File: config.mk
export PLATFORM = sky130hd
export DESIGN_NAME = cc_stack
export DESIGN_NICKNAME = d
export VERILOG_FILES = /design/src/rtl/cc_stack.sv
export SDC_FILE = /design/constraint.sdc
export NUM_CORES = 1
export LEC_CHECK = 0
export ABC_AREA = 1
export BUFFER_PORTS_ARGS = -buffer_cell sky130_fd_sc_hd__buf_4
export CORE_MARGIN = 5
export CORE_UTILIZATION = 40
export DETAILED_ROUTE_END_ITERATION = 8
export GPL_TIMING_DRIVEN = 0
export PLACE_DENSITY = 0.8
export SLEW_MARGIN = 20
export SYNTH_ARGS = -nofsm -noshare
export SYNTH_HDL_FRONTEND = slang
export SYNTH_SLANG_ARGS = --single-unit
File: constraint.sdc
create_clock -name Clk -period 3.6 [get_ports Clk]
set_input_delay 0.18 -clock Clk [delete_from_list [all_inputs] [get_ports Clk]]
set_output_delay 0.18 -clock Clk [all_outputs]
set_load 0.02 [all_outputs]
File: src/rtl/cc_stack.sv
// LC-3 condition-code unit: N/Z/P (optionally C/V) flag register, registered
// branch-enable, and a bounded LIFO for saving cc across interrupt/trap entry.
module cc_stack #(
  parameter int unsigned W         = 16,
  parameter int unsigned DEPTH     = 4,
  parameter int unsigned EXT_FLAGS = 0
) (
  input  logic                         Clk,
  input  logic                         Reset,
  input  logic [W-1:0]                 BUS,
  input  logic                         LD_CC,
  input  logic                         V_IN,
  input  logic                         C_IN,
  input  logic                         LD_BEN,
  input  logic [2:0]                   IR_NZP,
  input  logic                         PUSH,
  input  logic                         POP,
  input  logic                         CLR_ERR,
  output logic [W-1:0]                 nzp,
  output logic                         BEN,
  output logic [$clog2(DEPTH+1)-1:0]   count,
  output logic                         full,
  output logic                         empty,
  output logic                         err
);

  localparam int unsigned CCW  = (EXT_FLAGS != 0) ? 5 : 3;
  localparam int unsigned CNTW = $clog2(DEPTH + 1);
  localparam int unsigned IDXW = (DEPTH > 1) ? $clog2(DEPTH) : 1;

  logic [CCW-1:0]  cc_q, cc_d, flags;
  logic [CCW-1:0]  stack_q [DEPTH];
  logic [CNTW-1:0] count_q, count_d;
  logic            ben_q, ben_d;
  logic            err_q, err_d;
  logic            push_only, pop_only, do_push, do_pop, new_err;
  logic [2:0]      nzp_flags;
  logic [IDXW-1:0] wr_idx, rd_idx;

  assign nzp_flags = (BUS == '0) ? 3'b010 :
                     BUS[W-1]    ? 3'b100 : 3'b001;

  generate
    if (EXT_FLAGS != 0) begin : g_ext
      assign flags = {C_IN, V_IN, nzp_flags};
    end else begin : g_base
      logic unused_ext;
      assign unused_ext = V_IN ^ C_IN;
      assign flags      = nzp_flags;
    end
  endgenerate

  assign full  = (count_q == CNTW'(DEPTH));
  assign empty = (count_q == '0);

  // Simultaneous PUSH and POP cancel: neither touches the stack nor flags an error.
  assign push_only = PUSH & ~POP;
  assign pop_only  = POP & ~PUSH;
  assign do_push   = push_only & ~full;
  assign do_pop    = pop_only & ~empty;
  assign new_err   = (push_only & full) | (pop_only & empty);

  assign wr_idx = IDXW'(count_q);
  assign rd_idx = IDXW'(count_q - CNTW'(1));

  always_comb begin
    cc_d    = cc_q;
    count_d = count_q;
    ben_d   = ben_q;
    err_d   = err_q;

    if (do_pop) begin
      cc_d    = stack_q[rd_idx];
      count_d = count_q - CNTW'(1);
    end else if (LD_CC) begin
      cc_d = flags;
    end

    if (do_push) begin
      count_d = count_q + CNTW'(1);
    end

    if (LD_BEN) begin
      ben_d = |(IR_NZP & cc_q[2:0]);
    end

    if (new_err) begin
      err_d = 1'b1;
    end else if (CLR_ERR) begin
      err_d = 1'b0;
    end
  end

  always_ff @(posedge Clk) begin
    if (Reset) begin
      cc_q    <= '0;
      count_q <= '0;
      ben_q   <= 1'b0;
      err_q   <= 1'b0;
    end else begin
      cc_q    <= cc_d;
      count_q <= count_d;
      ben_q   <= ben_d;
      err_q   <= err_d;
    end
  end

  // Storage needs no reset; count alone decides which entries are live.
  always_ff @(posedge Clk) begin
    if (!Reset && do_push) begin
      stack_q[wr_idx] <= cc_q;
    end
  end

  assign nzp   = W'(cc_q);
  assign BEN   = ben_q;
  assign count = count_q;
  assign err   = err_q;

endmodule

Word-level counts from Yosys, hierarchy flattened

Memory sizes are Yosys's and may differ from the RTL's.
Index checks and enable logic that the tools add are counted.
W data, S select, Z words.

Memories kept: 1
Word-level logic and storage cells: 38
Flip-flop bits (word level): 8
Memory bits (writable): 12
Output and inout port bits: 23

$add $sub $neg: 2
Eq/ne operators: 1
Reduce and logical (&&, ||, !) cells: 8
Muxes and demuxes: 10
Bitwise gates (word level): 12

Memories:

| memory  | depth | bits a word | rd ports | clocked after memory_dff | write ports | line | source |
|---|---|---|---|---|---|---|---|
| stack_q | 4     | 3           | 1        | 0                        | 1           | 32   | `logic [CCW-1:0] stack_q [DEPTH];` |

Operators by type and width:

| kind                  | number |
|---|---|
| $mux W3               | 6 |
| $logic_not A16 Y1     | 1 |
| $and A1 B1 Y1         | 6 |
| $reduce_bool A2 Y1    | 3 |
| $mux W1               | 4 |
| $not A1 Y1            | 4 |
| $add A3 B1 Y3 const B | 1 |
| $and A3 B3 Y3         | 1 |
| $eq A3 B3 Y1 const B  | 1 |
| $logic_not A3 Y1      | 1 |
| $reduce_or A3 Y1      | 1 |
| $sub A3 B1 Y3 const B | 1 |
| $logic_and A1 B1 Y1   | 1 |
| $logic_not A1 Y1      | 1 |
| $or A1 B1 Y1          | 1 |

Logic depth before layout (Yosys ltp)

Gate-level depths: netlist of run 1.

Depth in word-level cells: 6
Mapped depth: 11

Worst setup path before layout of run 1

No wires, ideal clock.

Path type: register to register
From: register count_q[0], in the netlist count[0]
To: register cc_q[1]
Period minus slack after synthesis: 1.960 ns
Stages on the path, launching flop included: 12
Path buffers: 1
Setup slack: 1.640 ns
Arrival: 1.849 ns
Cells stage by stage: dfxtp_1 -> buf_4 -> inv_4 -> ha_1 -> ha_1 -> nand3b_2 -> nand2_2 -> inv_2 -> nand2_1 -> nand2_1 -> nor2_1 -> nor2_1

Cells in the longest elaborated chain, start to end: 4
Elaborated cells on any way between the ends: 7
Classes of those cells: add/sub: 1; mux: 1; bitwise: 2; reduce/logical: 2; memory: 1

RTL lines:

| item                                                 | line | source |
|---|---|---|
| start, declared                                      | 33   | `logic [CNTW-1:0] count_q, count_d;` |
| start signal, assigned                               | 102  | `count_q <= count_d;` |
| $logic_not A3 Y1 *                                   | 54   | `assign empty = (count_q == '0);` |
| net empty                                            | 23   | `output logic empty,` |
| $not A1 Y1 *                                         | 60   | `assign do_pop = pop_only & ~empty;` |
| $and A1 B1 Y1 *                                      | 60   |  |
| $mux W3 / $reduce_bool A2 Y1 (equally long branches) | -    |  |
| end signal, assigned                                 | 96   | `cc_q <= '0;` |
| end signal, assigned                                 | 101  | `cc_q <= cc_d;` |
| end, declared                                        | 31   | `logic [CCW-1:0] cc_q, cc_d, flags;` |

Mark *: on every way through the listed nets, which the timed path passes. The rest lies on a longest branch.
A chain may end at the register's enable or synchronous reset.

Final worst setup path of run 1

From: register count_q[0], in the netlist count[0]
To: register cc_q[1]

Cells in the longest elaborated chain, start to end: 4
Elaborated cells on any way between the ends: 7
Classes of those cells: add/sub: 1; mux: 1; bitwise: 2; reduce/logical: 2; memory: 1

RTL lines:

| item |
|---|
| parallel branches: the longest is 4 deep, another holds $sub A3 B1 Y3 |

Parallel ways; which one is timed is not known.

==> results of run 1 <==
[logic make-up (layout without fill, tap and decap cells)]
logic type      after synthesis  after routing  share of synthesized area (%)
other cells                   1             13                         0.3240
flops                        20             20                          44.97
fa+ha+maj                     6              6                          6.486
simple gates                 77             77                          27.78
compound gates               11             11                          5.297
buf+inv                      32             71                          15.14
[state kept, by name, summed over array words and instances (netlist names)]
| name | count |
|---|---|
| BEN | 1 |
| cc_q | 3 |
| count | 3 |
| err | 1 |
| stack_q | 12 |
[layout by cell type (no fill, tap or decap), types with 5 or more instances in the layout]
master	Yosys	final
nand2_1	38	38
dfxtp_1	8	8
buf_4	14	49
edfxtp_1	12	12
a21oi_1	5	5
ha_1	6	6
conb_1	1	13
nand3_1	12	12
nor2_1	22	22
inv_1	14	14
[per-stage QoR]
step	power, mW	worst slack (ps)	util [%]	cells
5_1_grt	0.6690	1502	56.44	229
3_3_place_gp	0.4552	1712	54.54	225
2_1_floorplan	0.3926	1640	-	159
6_report	0.6323	1664	56.44	229
4_1_cts	0.6364	1637	56.44	229
3_5_place_dp	0.4580	1681	54.54	225
[worst paths after layout]
| kind | startpoint | end | slack, ps | depth (start not counted) |
|---|---|---|---|---|
| worst max register to register | count[0] | cc_q[1] | 1660 | 11 |
| worst max-delay path | count[0] | cc_q[1] | 1660 | 11 |
| worst min register to register | BEN | BEN | 550 | 2 |
| worst min-delay path | Reset | cc_q[0] | 50 | 2 |
[power by group through the flow]
stage               registers (mW)  logic [mW]  clock network [mW]
global route                 0.272       0.205               0.191
detailed placement           0.275       0.183                   0
floorplan                    0.283       0.110                   0
global placement             0.274       0.181                   0
CTS                          0.269       0.184               0.183
finish                       0.270       0.183               0.179
[critical path, delay by kind of cell, from the launching register on]
kind / cells / cell delay (ps)
buffers and inverters: 3 / 320
and+or+nand+nor: 6 / 660
adders and majority gates: 2 / 440
DFF: 1 / 420
[metal layers]
layer | share of wire [%] | wire length [um] | vias up
met5 | 0 | 0 | -
met4 | 1.1 | 27 | 0
met3 | 8.9 | 209 | 4
met2 | 51 | 1201 | 40
met1 | 39 | 920 | 431
li1 | - | - | 544
[cell type report]
class	count	share of cell area, %
Clock inverter	1	1.929
Clock buffer	3	1.447
Buffer	14	6.752
Multi-Input combinational cell	107	32.56
Sequential cell	20	33.44
Inverter	18	4.502
Tap cell	31	2.492
Timing Repair Buffer	35	16.88
==> results.toml, run 1 <==
[outcome]
outcome = "finished, final reports clean"

[global_routing]
antenna_found_initial = 0
grt.overflow.total = 0
grt_pass1_vias = 908
grt-busiest-layer = "met2"
use_met2_pct = 20.35
grt_pass1_wl_um = 3836
use_met1_pct = 14.08
grt_use_met3_pct = 1.751
grt_util_all_layers_pct = 11.64
grt_max_degree = 13

[synthesis]
ys_ff_latch = 20
postSynth.asyncResetShare_pct = 0
syn_avg_cell_area_um2 = 7.873
synth_edf_count = 12
synth_top_area_share_pct = 31.14
synth_cell_types = 19
yosysSeqAreaShare_pct = 44.97
synthTopCellsByCount = "38 x nand2_1, 22 x nor2_1, 14 x buf_4, 14 x inv_1"
synth_warnings = 0
synth_cells = 147
ys_top_cells_by_area = "edfxtp_1 31%, dfxtp_1 14%, nand2_1 12%"
synth_ff_type = "edfxtp_1"
synth_top_area_cell = "edfxtp_1"
synth_most_common_cell = "nand2_1"
syn-cell-area_um2 = 1157

[clock_tree]
cts_setup_buffers = 0
cts_resized = 0
cts_tree = "built"
numCtsBuffers = 3
clock_sinks = 20
hold_buffers = 0
cts.clk_slew.worst_paths_ps = 110
htree_levels = 1
clock-root-buffer = "clkbuf_4"
clk_latency_ps = 300
clk_path_buf_depth = 2

[place]
numPortBuffers = 35
place_area_um2 = 1504
hpwl_um = 1908
gp_congestion = 0.8052

[floorplanning]
start_util_pct = 41.97
die_h_um = 63.79
pin_count = 51
die_area_um2 = 4069
core_um2 = 2758
core.rowCount = 19
dieWidth_um = 63.79

[pwr]
power.density_cell_area_nw_per_um2 = 406.2
p_sw_mw = 0.1839
p_clk_share_pct = 28.3
intPower_mw = 0.4484
p_comb_share_pct = 29.0
irDropWorstVdd_v = 0.0002633
seq_power_share_pct = 42.6
switching_share_pct = 29.09
p_leak_nw = 0.7875

[drt]
drt_iter0_markers = 26
viasPerCell = 4.450
remaining_drc_errors = 0
wl_um = 2358
wl_per_cell_um = 10.30
dr.pass1.iters = 4
ant_nets = 0
num_vias = 1019

[worst_setup_path]
start_kind = "register"
crit_arrival_ps = 2140
worstSetupPathType = "reg2reg"
crit_path_end_kind = "register"
crit_slowest_cell = "dfxtp_1"
worst-endpoint-required_ps = 3810
crit_chain = "buf_4, inv_4, ha_1, ha_1, nand3b_2, nand2_2, inv_2, nand2_1, nand2_1, nor2_1, nor2_1"
crit_path_max_fanout = 9
slowest_delay_ps = 420

[sta]
min_period_over_period_pct = 53.77
slew_violations = 0
fin_tns_setup_ps = 0
skew_ps = 1.073
hold_violations = 0
fin_crit_ps = 1936
hold_slack_ps = 47.15
setup_viol_count_final = 0
fmax_mhz = 516.6
rsz0062_at_grt = "no"

[cells_and_area]
finalInstanceArea_um2 = 1556
drive_gt1_share_pct = 31.31
fin_nets = 233
fillers = 254
multi_input_area_um2 = 506.7
seq_area_um2 = 520.5
syn_to_final_growth_pct = 34.49
antenna_cells = 0

[run]
drv_cap = 0

[hold_path]
worstHoldPathType = "in2reg"
Note: power is estimated with default switching activity, not from simulation.
==> run 2, diff against run 1 <==
--- a/config.mk
+++ b/config.mk
@@ -5,13 +5,13 @@
 export SDC_FILE = /design/constraint.sdc
 export NUM_CORES = 1
 export LEC_CHECK = 0
-export ABC_AREA = 1
+export ABC_AREA = 0
 export BUFFER_PORTS_ARGS = -buffer_cell sky130_fd_sc_hd__buf_4
 export CORE_MARGIN = 5
 export CORE_UTILIZATION = 40
 export DETAILED_ROUTE_END_ITERATION = 8
 export GPL_TIMING_DRIVEN = 0
-export PLACE_DENSITY = 0.8
+export PLACE_DENSITY = 0.81
 export SLEW_MARGIN = 20
 export SYNTH_ARGS = -nofsm -noshare
 export SYNTH_HDL_FRONTEND = slang
==> constraint.sdc (replaced) <==
create_clock -name Clk -period 2 [get_ports Clk]
set_input_delay 0.1 -clock Clk [delete_from_list [all_inputs] [get_ports Clk]]
set_output_delay 0.1 -clock Clk [all_outputs]
set_load 0.02 [all_outputs]
==> results.toml, run 2 <==
[cells_and_area]
drive_gt1_share_pct = 41.22
fillers = 228
syn_to_final_growth_pct = 36.78
final_cell_count_no_fill = 179
largest_reg_flops = 12
layout_common_cells = "47 x buf_4, 13 x conb_1, 12 x edfxtp_1, 7 x dfxtp_1, 7 x nor2_1"
multi_input_area_um2 = 485.5
antenna_cells = 0
fin_nets = 183
seq_area_um2 = 524.3
regMostFlops = "stack_q"
final_common_cell = "buf_4"

[place]
gp_congestion = 0.7768
hpwl_um = 1941
dp.cells = 174
pre_cts_ws_ps = 108.3
numPortBuffers = 34

[clock_tree]
clk_path_buf_depth = 2
numCtsBuffers = 3
clk_latency_ps = 300
cts.clk_slew.worst_paths_ps = 120
cts_setup_buffers = 0
cts_tree = "built"
clock_sinks = 20
htree_levels = 1
clock-root-buffer = "clkbuf_4"

[synthesis]
syn-cell-area_um2 = 1102
synth_most_common_cell = "buf_4"
synthTopCellsByCount = "13 x buf_4, 12 x edfxtp_1, 8 x dfxtp_1"
synth_top_area_share_pct = 32.69
synth_warnings = 0
ys_ff_latch = 20
yosysSeqAreaShare_pct = 47.22
syn_avg_cell_area_um2 = 11.36
synth_cells = 97
synth_cell_types = 31
ys_top_cells_by_area = "edfxtp_1 33%, dfxtp_1 15%, buf_4 8.9%"
synth_edf_count = 12
synth_ff_type = "edfxtp_1"
postSynth.asyncResetShare_pct = 0
synth_top_area_cell = "edfxtp_1"

[floorplanning]
start_util_pct = 41.03
core_um2 = 2686
die_h_um = 62.50
pin_count = 51
dieWidth_um = 62.50
die_area_um2 = 3906
core.rowCount = 19

[hold_path]
worstHoldPathCells = 2
min_to = "cc_q[0]"
min-delay-start = "Reset"
worstHoldPathType = "in2reg"

[drt]
drt_iter0_markers = 15
viasPerCell = 4.777
wl_per_cell_um = 13.28
ant_nets = 0
num_vias = 855
wl_um = 2377
dr.pass1.iters = 4
remaining_drc_errors = 0

[pwr]
power.density_cell_area_nw_per_um2 = 777.9
p_leak_nw = 0.6658
irDropWorstVdd_v = 0.0004814
power_mw = 1.173

[global_routing]
grt_pass1_vias = 934
grt_pass1_wl_um = 4126
antenna_found_initial = 0
grt_util_all_layers_pct = 12.63
grt_max_degree = 13
grt.overflow.total = 0

[worst_setup_path]
crit_path_end_kind = "register"
crit_slowest_cell = "dfxtp_4"
slowest_delay_ps = 420
crit_arrival_ps = 2010
reg2reg_from = "count[0]"
crit_family = "adder cells"
worst-endpoint-required_ps = 2180
ff2ff_setup_slack_ps = 170
worstSetupPathType = "reg2reg"
r2r_end = "count[2]"
path_buf_inv = 2
cp_common_cell = "ha_1"
ff2ff_path_depth = 7
crit_chain = "inv_1, ha_1, ha_1, or3b_1, buf_6, o311ai_1, a31oi_1"
worstSetupPathDepth = 7
crit_path_max_fanout = 8
start_kind = "register"

[sta]
setup_viol_count_final = 0
hold_violations = 0
fin_crit_ps = 1831
fmax_mhz = 546.1
rsz0062_at_grt = "no"
fin_tns_setup_ps = 0
slew_violations = 0
min_period_over_period_pct = 91.56
hold_slack_ps = 13.62
skew_ps = 8.025
setup_slack_ps = 168.9

[run]
drv_cap = 0

[outcome]
outcome = "finished, final reports clean"
[run 2: kinds of logic (layout without fill, tap and decap cells)]
| family | count (synthesis) | after routing | share of synthesized area, % |
|---|---|---|---|
| buffers and inverters | 20 | 59 | 12.83 |
| multiplexers | 5 | 5 | 8.059 |
| adder cells (fa/ha/maj) | 6 | 6 | 6.810 |
| AND/OR/NAND/NOR | 32 | 32 | 16.35 |
| AO/OA/AOI/OAI | 12 | 12 | 7.605 |
| flip-flops | 20 | 20 | 47.22 |
| XOR/XNOR | 1 | 1 | 0.7947 |
| other | 1 | 13 | 0.3402 |
[run 2: per-stage QoR]
| step | instance area [um2] | utilization, % |
|---|---|---|
| 2_1_floorplan | 1149 | - |
| 3_3_place_gp | 1443 | 53.70 |
| 3_5_place_dp | 1443 | 53.70 |
| 4_1_cts | 1505 | 56.03 |
| 5_1_grt | 1508 | 56.12 |
| 6_report | 1508 | 56.12 |
[run 2: layout make-up]
cell class	instances	share of cell area [%]
flip-flops and latches	20	34.77
plain buffers	15	8.133
well taps	31	2.573
inverters	5	1.245
repair buffers	35	17.59
clock buffers	3	1.494
clock inverters	1	1.992
multi-input cells	69	32.20
[run 2: how the worst max path moves through the flow]
stage / endpoint / slack (ps) / startpoint
3_3_place_gp: count[2] / 160 / count[0]
4_1_cts: count[1] / 80 / count[0]
6_report: count[2] / 170 / count[0]
2_1_floorplan: count[2] / 90 / count[0]
3_5_place_dp: count[2] / 110 / count[0]
5_1_grt: count[1] / 3 / count[1]
[run 2: timing repair]
item / 4_1_cts / 5_1_grt
hold buffers: 1 / 0
resized for setup: 0 / 1
hold endpoints to repair: 1 / 0
setup endpoints to repair: 0 / 1
[run 2: layer usage]
metal,share of wire (%),vias to the layer above,global-route usage [%]
met3,6.7,2,1.978
met2,47,35,20.73
li1,-,430,-
met4,1.1,0,3.979
met5,0,-,0
met1,45,388,16.95
[run 2: where the power goes]
group / switching, mW / total (mW) / internal, mW / leakage, nW
clock network: 0.121 / 0.324 / 0.202 / 0.0279
logic: 0.176 / 0.347 / 0.171 / 0.461
registers: 0.0342 / 0.502 / 0.468 / 0.177
==> run 3, diff against run 2 <==
--- a/config.mk
+++ b/config.mk
@@ -5,13 +5,13 @@
 export SDC_FILE = /design/constraint.sdc
 export NUM_CORES = 1
 export LEC_CHECK = 0
-export ABC_AREA = 0
+export ABC_AREA = 1
 export BUFFER_PORTS_ARGS = -buffer_cell sky130_fd_sc_hd__buf_4
 export CORE_MARGIN = 5
 export CORE_UTILIZATION = 40
 export DETAILED_ROUTE_END_ITERATION = 8
 export GPL_TIMING_DRIVEN = 0
-export PLACE_DENSITY = 0.81
+export PLACE_DENSITY = 0.8
 export SLEW_MARGIN = 20
 export SYNTH_ARGS = -nofsm -noshare
 export SYNTH_HDL_FRONTEND = slang
==> results.toml, run 3 (same netlist as run 1, synthesis figures left out) <==
[pwr]
irDropWorstVdd_v = 0.0004862
p_leak_nw = 0.8011
power.density_cell_area_nw_per_um2 = 725.7

[worst_setup_path]
start_kind = "register"
r2r_end = "stack_q[2][0]"
ff2ff_path_depth = 8
crit_path_end_kind = "register"
crit_arrival_ps = 1770
ff2ff_setup_slack_ps = 220
worstSetupPathType = "reg2reg"
worst-endpoint-required_ps = 1990
reg2reg_from = "count[0]"
crit_path_max_fanout = 9

[floorplanning]
die_h_um = 63.79
start_util_pct = 41.97
pin_count = 51
core.rowCount = 19
core_um2 = 2758
dieWidth_um = 63.79
die_area_um2 = 4069

[sta]
min_period_over_period_pct = 89.18
fmax_mhz = 560.7
rsz0062_at_grt = "no"
fin_crit_ps = 1784
setup_viol_count_final = 0
hold_slack_ps = 27.24
slew_violations = 0
fin_tns_setup_ps = 0
hold_violations = 0
skew_ps = 0.7649

[cells_and_area]
drive_gt1_share_pct = 31.66
largest_reg_flops = 12
antenna_cells = 0
syn_to_final_growth_pct = 36.22
seq_area_um2 = 521.8
fin_nets = 234
multi_input_area_um2 = 515.5
fin_util_pct = 57.17
fillers = 255
final_common_cell = "buf_4"
regMostFlops = "stack_q"
layout_common_cells = "49 x buf_4, 38 x nand2_1, 22 x nor2_1, 14 x inv_1, 13 x conb_1"
final_cell_count_no_fill = 230

[hold_path]
min_to = "BEN"
worstHoldPathCells = 2
min-delay-start = "LD_BEN"
worstHoldPathType = "in2reg"

[global_routing]
grt-busiest-layer = "met2"
grt_use_met3_pct = 1.751
antenna_found_initial = 0
grt_max_degree = 13
use_met2_pct = 20.85
grt_pass1_wl_um = 3864
grt_pass1_vias = 914
grt.overflow.total = 0
use_met1_pct = 13.97
grt_util_all_layers_pct = 11.75

[clock_tree]
clk_latency_ps = 300
cts_setup_buffers = 0
clk_path_buf_depth = 2
numCtsBuffers = 3
cts_tree = "built"
clock_sinks = 20
clock-root-buffer = "clkbuf_4"
cts.clk_slew.worst_paths_ps = 110
htree_levels = 1

[place]
hpwl_um = 1908
gp_congestion = 0.8052
numPortBuffers = 35
dp.cells = 225

[outcome]
outcome = "finished, final reports clean"

[run]
drv_cap = 0

[drt]
remaining_drc_errors = 0
viasPerCell = 4.413
ant_nets = 0
dr.pass1.iters = 4
wl_um = 2393
wl_per_cell_um = 10.40
drt_iter0_markers = 31
num_vias = 1015
## run 3: worst max-delay path, stage by stage (launching register included)
cell     delay [ps]
dfxtp_2         380
buf_4           180
inv_4            70
ha_1            200
nand2_1          90
nand2_2         110
inv_2            70
nand2_1         100
nor2_1          260
## run 3: worst max-delay path by stage
stage                     slack, ps            end  startpoint
after floorplan                  40        cc_q[1]    count[0]
after global placement          110        cc_q[1]    count[0]
after detailed placement         80        cc_q[1]    count[0]
after CTS                        40        cc_q[1]    count[0]
after global routing             80  stack_q[3][0]    count[0]
final                           220  stack_q[2][0]    count[0]
## run 3: per-layer routing
layer | part of all wire (%) | routed length [um]
met2 | 52 | 1235
met1 | 38 | 915
met3 | 9.0 | 215
met4 | 1.1 | 27
met5 | 0 | 0
## run 3: area by class of cell
cell class                      instances  share of cell area, %
Clock buffer                            3                  1.429
Timing Repair Buffer                   36                  17.30
Multi-Input combinational cell        107                  32.70
Sequential cell                        20                  33.10
Buffer                                 14                  6.667
Tap cell                               31                  2.460
Clock inverter                          1                  1.905
Inverter                               18                  4.444
## run 3: where the power goes
| part | leakage [nW] | total, mW | switching, mW | internal [mW] |
|---|---|---|---|---|
| sequential | 0.177 | 0.486 | 0.0245 | 0.462 |
| combinational | 0.596 | 0.336 | 0.189 | 0.148 |
| clock | 0.0279 | 0.322 | 0.119 | 0.203 |
## run 3: timing repair
| action | CTS | global route |
|---|---|---|
| hold endpoints to repair | 3 | 0 |
| gates resized for setup | 0 | 2 |
| hold buffers | 1 | 0 |
| endpoints found under the setup margin | 0 | 6 |
## run 3: through the flow
step	area, um2	power (mW)	setup slack, ps
after global routing	1577	1.211	82.00
after floorplan	1202	0.7067	39.93
after CTS	1567	1.147	36.94
after global placement	1504	0.8194	111.6
final	1577	1.144	216.4
after detailed placement	1504	0.8244	80.65
